==> src/rtl/hazard_control_if.sv <==
// hazard_control_if: ID/EX hazard inputs and pipeline write/flush controls
interface hazard_control_if #(
  parameter int REG_ADDR_W = 5,
  parameter int CNT_W = 16
) ();
  logic                  id_valid;
  logic [REG_ADDR_W-1:0] id_rs1;
  logic [REG_ADDR_W-1:0] id_rs2;
  logic                  id_use_rs1;
  logic                  id_use_rs2;
  logic                  ex_valid;
  logic [REG_ADDR_W-1:0] ex_rd;
  logic                  ex_mem_read;
  logic                  branch_taken;
  logic                  dmem_busy;
  logic                  pc_write;
  logic                  ifid_write;
  logic                  ifid_flush;
  logic                  idex_write;
  logic                  idex_bubble;
  logic                  stall;
  logic [CNT_W-1:0]      stall_cycles;
  logic [CNT_W-1:0]      load_use_events;
  modport master (
    output id_valid, id_rs1, id_rs2, id_use_rs1, id_use_rs2, ex_valid, ex_rd,
           ex_mem_read, branch_taken, dmem_busy,
    input  pc_write, ifid_write, ifid_flush, idex_write, idex_bubble, stall,
           stall_cycles, load_use_events
  );
  modport slave (
    input  id_valid, id_rs1, id_rs2, id_use_rs1, id_use_rs2, ex_valid, ex_rd,
           ex_mem_read, branch_taken, dmem_busy,
    output pc_write, ifid_write, ifid_flush, idex_write, idex_bubble, stall,
           stall_cycles, load_use_events
  );
endinterface

==> src/rtl/hazard_control_unit.sv <==
// hazard_control_unit: load-use stall, memory freeze and branch flush control with perf counters
module hazard_control_unit #(
  parameter int REG_ADDR_W = 5,
  parameter int LOAD_LAT = 1,
  parameter int CNT_W = 16
) (
  input logic clk,
  input logic rst_n,
  hazard_control_if.slave bus
);
  typedef enum logic {RUN, LOAD_STALL} state_t;
  state_t state;
  logic [2:0] cnt;
  logic hit, ls, busy, br, stall;
  logic [CNT_W-1:0] stall_cycles, load_use_events;
  assign hit = bus.id_valid & bus.ex_valid & bus.ex_mem_read & (bus.ex_rd != REG_ADDR_W'(0)) &
               ((bus.id_use_rs1 & (bus.id_rs1 == bus.ex_rd)) | (bus.id_use_rs2 & (bus.id_rs2 == bus.ex_rd)));
  assign busy = bus.dmem_busy;
  assign br = bus.branch_taken;
  assign ls = (state == LOAD_STALL) | hit;
  // Priority: reset, freeze, branch flush, load stall, normal; all combinational so the stall has no added latency
  always_comb begin
    bus.pc_write    = rst_n & ~busy & (br | ~ls);
    bus.ifid_write  = rst_n & ~busy & (br | ~ls);
    bus.ifid_flush  = ~rst_n | (~busy & br);
    bus.idex_write  = rst_n & ~busy;
    bus.idex_bubble = ~rst_n | (~busy & (br | ls));
    stall           = rst_n & (busy | (~br & ls));
  end
  assign bus.stall = stall;
  assign bus.stall_cycles = stall_cycles;
  assign bus.load_use_events = load_use_events;
  // Stall FSM with latency down-counter and saturating performance counters; a freeze holds everything but stall_cycles
  always_ff @(posedge clk) begin
    if (!rst_n) begin
      state <= RUN;
      cnt <= 3'd0;
      stall_cycles <= '0;
      load_use_events <= '0;
    end else begin
      if (stall && stall_cycles != '1) stall_cycles <= stall_cycles + 1'b1;
      if (!busy) begin
        if (br) begin
          state <= RUN;
          cnt <= 3'd0;
        end else if (state == RUN) begin
          if (hit) begin
            if (load_use_events != '1) load_use_events <= load_use_events + 1'b1;
            if (LOAD_LAT > 1) begin
              state <= LOAD_STALL;
              cnt <= 3'(LOAD_LAT - 1);
            end
          end
        end else begin
          cnt <= cnt - 3'd1;
          if (cnt == 3'd1) state <= RUN;
        end
      end
    end
  end
endmodule
==> src/flat_wrapper.sv <==
// flat-port wrapper written by rule: the top's interface ports become plain ports
module hazard_control_unit_flat 
#(
  parameter int REG_ADDR_W = 5,
  parameter int LOAD_LAT = 1,
  parameter int CNT_W = 16
)
  (clk, rst_n, bus_id_valid, bus_id_rs1, bus_id_rs2, bus_id_use_rs1, bus_id_use_rs2, bus_ex_valid, bus_ex_rd, bus_ex_mem_read, bus_branch_taken, bus_dmem_busy, bus_pc_write, bus_ifid_write, bus_ifid_flush, bus_idex_write, bus_idex_bubble, bus_stall, bus_stall_cycles, bus_load_use_events);
  hazard_control_if #(.REG_ADDR_W(REG_ADDR_W), .CNT_W(CNT_W)) bus_i ();
  input logic clk;
  input logic rst_n;
  input wire logic [$bits(bus_i.id_valid)-1:0] bus_id_valid;
  input wire logic [$bits(bus_i.id_rs1)-1:0] bus_id_rs1;
  input wire logic [$bits(bus_i.id_rs2)-1:0] bus_id_rs2;
  input wire logic [$bits(bus_i.id_use_rs1)-1:0] bus_id_use_rs1;
  input wire logic [$bits(bus_i.id_use_rs2)-1:0] bus_id_use_rs2;
  input wire logic [$bits(bus_i.ex_valid)-1:0] bus_ex_valid;
  input wire logic [$bits(bus_i.ex_rd)-1:0] bus_ex_rd;
  input wire logic [$bits(bus_i.ex_mem_read)-1:0] bus_ex_mem_read;
  input wire logic [$bits(bus_i.branch_taken)-1:0] bus_branch_taken;
  input wire logic [$bits(bus_i.dmem_busy)-1:0] bus_dmem_busy;
  output wire logic [$bits(bus_i.pc_write)-1:0] bus_pc_write;
  output wire logic [$bits(bus_i.ifid_write)-1:0] bus_ifid_write;
  output wire logic [$bits(bus_i.ifid_flush)-1:0] bus_ifid_flush;
  output wire logic [$bits(bus_i.idex_write)-1:0] bus_idex_write;
  output wire logic [$bits(bus_i.idex_bubble)-1:0] bus_idex_bubble;
  output wire logic [$bits(bus_i.stall)-1:0] bus_stall;
  output wire logic [$bits(bus_i.stall_cycles)-1:0] bus_stall_cycles;
  output wire logic [$bits(bus_i.load_use_events)-1:0] bus_load_use_events;
  assign bus_i.id_valid = bus_id_valid;
  assign bus_i.id_rs1 = bus_id_rs1;
  assign bus_i.id_rs2 = bus_id_rs2;
  assign bus_i.id_use_rs1 = bus_id_use_rs1;
  assign bus_i.id_use_rs2 = bus_id_use_rs2;
  assign bus_i.ex_valid = bus_ex_valid;
  assign bus_i.ex_rd = bus_ex_rd;
  assign bus_i.ex_mem_read = bus_ex_mem_read;
  assign bus_i.branch_taken = bus_branch_taken;
  assign bus_i.dmem_busy = bus_dmem_busy;
  assign bus_pc_write = bus_i.pc_write;
  assign bus_ifid_write = bus_i.ifid_write;
  assign bus_ifid_flush = bus_i.ifid_flush;
  assign bus_idex_write = bus_i.idex_write;
  assign bus_idex_bubble = bus_i.idex_bubble;
  assign bus_stall = bus_i.stall;
  assign bus_stall_cycles = bus_i.stall_cycles;
  assign bus_load_use_events = bus_i.load_use_events;
  hazard_control_unit #(.REG_ADDR_W(REG_ADDR_W), .LOAD_LAT(LOAD_LAT), .CNT_W(CNT_W)) u_core (.clk(clk), .rst_n(rst_n), .bus(bus_i));
endmodule
==> config.mk <==
export PLATFORM = sky130hd
export DESIGN_NAME = hazard_control_unit_flat
export DESIGN_NICKNAME = d
export VERILOG_FILES = /design/src/rtl/hazard_control_if.sv /design/src/rtl/hazard_control_unit.sv /design/src/flat_wrapper.sv
export SDC_FILE = /design/constraint.sdc
export NUM_CORES = 1
export LEC_CHECK = 0
export CAP_MARGIN = 20
export CORE_ASPECT_RATIO = 0.5
export CORE_MARGIN = 10
export CORE_UTILIZATION = 35
export DETAILED_ROUTE_END_ITERATION = 6
export HOLD_SLACK_MARGIN = 0.08
export SETUP_SLACK_MARGIN = 0.02
export SLEW_MARGIN = 30
export SYNTH_ARGS = -nofsm -noshare
export SYNTH_HDL_FRONTEND = slang
export SYNTH_SLANG_ARGS = --single-unit
==> constraint.sdc <==
create_clock -name clk -period 3.1 [get_ports clk]
set_input_delay 0.62 -clock clk [delete_from_list [all_inputs] [get_ports clk]]
set_output_delay 0.62 -clock clk [all_outputs]
set_load 0.03 [all_outputs]
# Word level (Yosys, flattened, before mapping)
# Cells that the tools add are included.
# totals
register_bits	36
latchBits	0
ramBits	0
mem_bits_ro	0
in_bits	24
out_inout_bits	38
elab_cells	46
mem_count	0
# classes
addsub	3
n_mul	0
div_mod_pow	0
order_cmp	0
eq_ne	5
shift	0
n_mux	5
bitwise_logic	24
n_reduce_logical	5
# op_table
operator	count
16-bit by 1-bit adder with 16-bit output (second input constant)	2
16-bit inequality test (second input constant)	2
1-bit bitwise AND	12
5-bit == test	2
1-bit bitwise OR	7
3-bit two-way mux	2
1-bit inverter	5
5-bit AND reduction	1
5-bit nonzero test	1
3-bit by 1-bit == test with 1-bit output (second input constant)	1
1-bit two-way mux	3
3-bit by 1-bit subtractor with 3-bit output (second input constant)	1
2-bit AND reduction	1
2-bit nonzero test	1
1-bit logical AND	1

# Depth between registers and ports, before layout
# depth
depth_word	9
mapped_depth	8
ltp_nobuf	7

# Least setup slack after synthesis
# Ideal clock, no wire load.
# synth_timing
path_type	input to output
start	in bus_ex_rd[0]
end	out bus_pc_write
t_arrival_ns	2.432
required_time_ns	2.480
path_slack_ns	0.048
stages	6
path_buffers	1
path_cell_list	or4_1 o2111ai_1 o21a_1 nor2_1 nor2_1 buf_4
# synth_via
elab_chain_len	8
elab_cells_between_ends	12
classes_between	eq/ne (2); bitwise (9); reduce/logical (1)
# synth_rtl
item	line	rtl
start, declared	flat_wrapper.sv:18	input wire logic [$bits(bus_i.ex_rd)-1:0] bus_ex_rd;
5-bit == test	hazard_control_unit.sv:17	((bus.id_use_rs1 & (bus.id_rs1 == bus.ex_rd)) | (bus.id_use_rs2 & (bus.id_rs2 == bus.ex_rd)));
1-bit bitwise AND	hazard_control_unit.sv:17	
1-bit bitwise OR	hazard_control_unit.sv:17	
1-bit bitwise AND *	hazard_control_unit.sv:16	assign hit = bus.id_valid & bus.ex_valid & bus.ex_mem_read & (bus.ex_rd != REG_ADDR_W'(0)) &
1-bit bitwise OR *	hazard_control_unit.sv:20	assign ls = (state == LOAD_STALL) | hit;
1-bit inverter *	--	
1-bit bitwise OR *	--	
1-bit bitwise AND *	--	
end, declared	flat_wrapper.sv:22	output wire logic [$bits(bus_i.pc_write)-1:0] bus_pc_write;
# Every way passes the cells marked *; elsewhere a longest branch is shown, timed or not.

# Final worst setup path
# layout_timing
start	in bus_ex_rd[0]
end	out bus_ifid_write
# layout_via
elab_chain_len	8
elab_cells_between_ends	12
classes_between	eq/ne (2); bitwise (9); reduce/logical (1)
# layout_rtl
item	line	rtl
5-bit == test	hazard_control_unit.sv:17	
1-bit bitwise AND	hazard_control_unit.sv:17	
1-bit bitwise OR	hazard_control_unit.sv:17	
1-bit bitwise AND *	hazard_control_unit.sv:16	
1-bit bitwise OR *	hazard_control_unit.sv:20	
1-bit inverter *	hazard_control_unit.sv:24	bus.ifid_write = rst_n & ~busy & (br | ~ls);
1-bit bitwise OR *	hazard_control_unit.sv:24	
1-bit bitwise AND *	hazard_control_unit.sv:24	
end, declared	flat_wrapper.sv:23	output wire logic [$bits(bus_i.ifid_write)-1:0] bus_ifid_write;
# Marks and branches as above.

==> results_dict.tcl <==
set metrics [dict create \
    slew_headroom 0.539 \
    htreeDepth 2 \
    cp_num_buf_inv 3 \
    worst_pin_slew_ns 0.685 \
    die_h_um 72.7 \
    finalCritPeriodShare 0.947 \
    crit_type "in2out" \
    start_util 0.358 \
    grt_first_pass_wirelength_um 8800 \
    clk_pin_slew_worst_paths_ns 0.07 \
    cellLeakagePower_nw 0.988 \
    clk_latency_ns 0.29 \
    final_area_mm2 0.00286 \
    fin_cells 388 \
    track_usage 0.114 \
    start_kind "input pin" \
    ys_types 39 \
    ys_seq_area_frac 0.371 \
    reg2reg_depth 7 \
    grt_max_degree 20 \
    coreArea_mm2 0.00542 \
    drt-total-wl_um 5320 \
    period_minus_slack_ns 2.94 \
    drc 0 \
    rrSetupSlack_ns 0.84 \
    antenna_cells 0 \
    crit_arrival_ns 2.32 \
    cp.required_ns 2.48 \
    wire_per_inst_um 13.7 \
    syn_area_per_cell_um2 8.23 \
    first_global_vias 1856 \
    place_area_mm2 0.00272 \
    reg2reg_to "u_core.bus.stall_cycles[15]" \
    setup_viol 0 \
    cap_violations 0 \
    cts_tree "built" \
    place_congestion 0.823 \
    post-dp-hpwl_um 4220 \
    cp_slowest_cell "or4_4" \
    placed_cells 378 \
    num_vias 1929 \
    layout.nets 342 \
    drt-initial-drc-count 120 \
    total_power_mw 0.940 \
    hold_class "reg2reg" \
    grt_remaining_overflow 0 \
    finalHoldViolCount 0 \
    synth_nets 264 \
    numClockSinks 36 \
    crit_chain "dlygate4sd2_1 > or4_4 > o2111ai_4 > o21a_1 > buf_4 > nor2_1 > nor2_1 > buf_4" \
    whs_ns 0.496 \
    ys_ff_latch 36 \
    syn_to_final_growth_pct 47.1 \
    die_area_mm2 0.00911 \
    cts-buffers-inserted 5 \
    synth_cells 236 \
    cp_top_family "simple AND/OR/NAND/NOR gates" \
    chipWidth_um 125 \
    ioPinCount 62 \
    vias_per_cell 4.97 \
    core.rowCount 19 \
    drive_gt1_frac 0.114 \
    rr_startpoint "u_core.bus.stall_cycles[0]" \
    slew_viol_final 0 \
    timing.fmax_ghz 0.341 \
    status "completed" \
    ys_warn_count 0 \
    ant_nets 0 \
    skew_ns 0.00741 \
    io_buffers 61 \
    holdPathEnd "u_core.bus.load_use_events[14]" \
    slowest_delay_ns 0.56 \
    syn_area_mm2 0.00194 \
    clock_path_buffers 2 \
    path_max_fanout 3 \
    power_per_cell_area_mw_per_mm2 329 \
    worstHoldStart "u_core.bus.load_use_events[14]" \
    ir_drop_uv 259 \
    grt_antenna_before_repair 0 \
    cts-root-buf "clkbuf_8" \
    whs_path_depth 2 \
    rsz0062_at_grt "false" \
    cp-end-kind "output port" \
    first_pass_iters 4 \
]
[timing repair]
| action | CTS | global route |
|---|---|---|
| endpoints found under the hold margin | 0 | 0 |
| hold buffers | 0 | 0 |
| gates resized for setup | 11 | 3 |
| endpoints found under the setup margin | 4 | 4 |
| pin swaps | 2 | 2 |
| setup buffers | 2 | 0 |
[worst max-delay path by stage]
stage	from	end	slack, ns	depth (start not counted)
final	bus_ex_rd[0]	bus_ifid_write	0.16	8
after detailed placement	bus_ex_rd[0]	bus_stall	-0.33	6
after global routing	bus_id_rs2[1]	bus_ifid_write	0.05	9
after global placement	bus_ex_rd[0]	bus_stall	-0.30	6
after floorplan	bus_ex_rd[0]	bus_pc_write	0.05	6
after CTS	bus_ex_rd[1]	bus_stall	0.02	7
[per-stage QoR]
step | TNS [ns] | util | setup slack [ns]
CTS | 0 | 0.526 | 0.0172
floorplan | 0 | - | 0.0477
finish | 0 | 0.527 | 0.164
global placement | -0.835 | 0.503 | -0.304
global route | 0 | 0.527 | 0.0488
detailed placement | -0.958 | 0.503 | -0.330
[cell usage after synthesis, drive strengths merged]
library cell	count	area, um2
a21oi	10	50.1
a221oi	1	15.0
and2	1	6.26
and3	3	18.8
and4	3	26.3
buf	4	25.0
clkbuf	6	22.5
dfxtp	36	721
ha	4	50.1
inv	7	26.3
mux2i	4	40.0
nand2	20	75.1
nand2b	2	12.5
nand3	13	65.1
nand4	5	31.3
nand4b	2	17.5
nor2	30	113
nor2b	1	6.26
nor3	4	20.0
nor4	8	56.3
nor4b	3	26.3
o2111ai	1	8.76
o211a	1	10.0
o211ai	2	15.0
o21a	4	30.0
o21ai	12	60.1
o221ai	1	8.76
o22a	1	8.76
o311ai	1	8.76
o31ai	4	30.0
o41ai	1	8.76
or2	1	6.26
or3	8	50.1
or3b	1	8.76
or4	6	45.0
xnor2	22	193
xor2	3	26.3
[logic make-up (layout without fill, tap and decap cells)]
family	after synthesis	after routing	share of synthesized area
AOI/OAI and AO/OA	39	39	0.131
xor gates and xnor gates	25	25	0.113
adders and majority gates	4	4	0.0258
buffers and inverters	17	96	0.0380
DFF	36	36	0.371
muxes	4	4	0.0206
and+or+nand+nor	111	111	0.301
[state kept, by name, summed over array words and instances (netlist names)]
signal	cells
u_core.bus.load_use_events	16
u_core.bus.stall_cycles	16
u_core.cnt	3
u_core.state	1
[power by group]
part / switching (mW) / total [mW] / internal (mW)
sequential: 0.00180 / 0.465 / 0.463
clock: 0.172 / 0.353 / 0.181
combinational: 0.0578 / 0.122 / 0.0641
total: 0.232 / 0.940 / 0.708
[per-layer routing]
layer  GRT usage  routed length (um)  vias to the layer above  part of all wire
met5           0                   0                        -                 0
met4      0.0317                  42                        0            0.0079
met3      0.0348                 218                        4             0.041
met2       0.208                2620                       28              0.49
met1       0.128                2430                      896              0.46
li1            -                   -                     1001                 -
[cell type report]
cell class              instances  area, um2
multi-input cells             183       1170
fillers                       528       2560
repair buffers                 81        756
well taps                      73       91.3
clock buffers                   7       86.3
flip-flops and latches         36        721
clock inverters                 1       7.51
inverters                       7       26.3
[worst min-delay path, cell delays in order, from the launching register on]
cell and delay [ns]:
dfxtp_1 0.33, nand2_1 0.06, mux2i_1 0.06
[cell usage in the layout (no fill, tap or decap), types with 5 or more instances in the layout]
cell | netlist | final
inv_1 | 7 | 7
or4_1 | 6 | 5
or3_1 | 8 | 8
buf_4 | 2 | 23
xnor2_1 | 22 | 22
clkdlybuf4s50_1 | 0 | 51
o21ai_0 | 12 | 12
nand2_1 | 20 | 20
a21oi_1 | 10 | 10
nor4_1 | 7 | 7
nand3_1 | 13 | 13
nor2_1 | 30 | 30
dfxtp_1 | 36 | 36
nand4_1 | 5 | 5
clkbuf_8 | 0 | 6
Power figures use the tool's default switching activity.
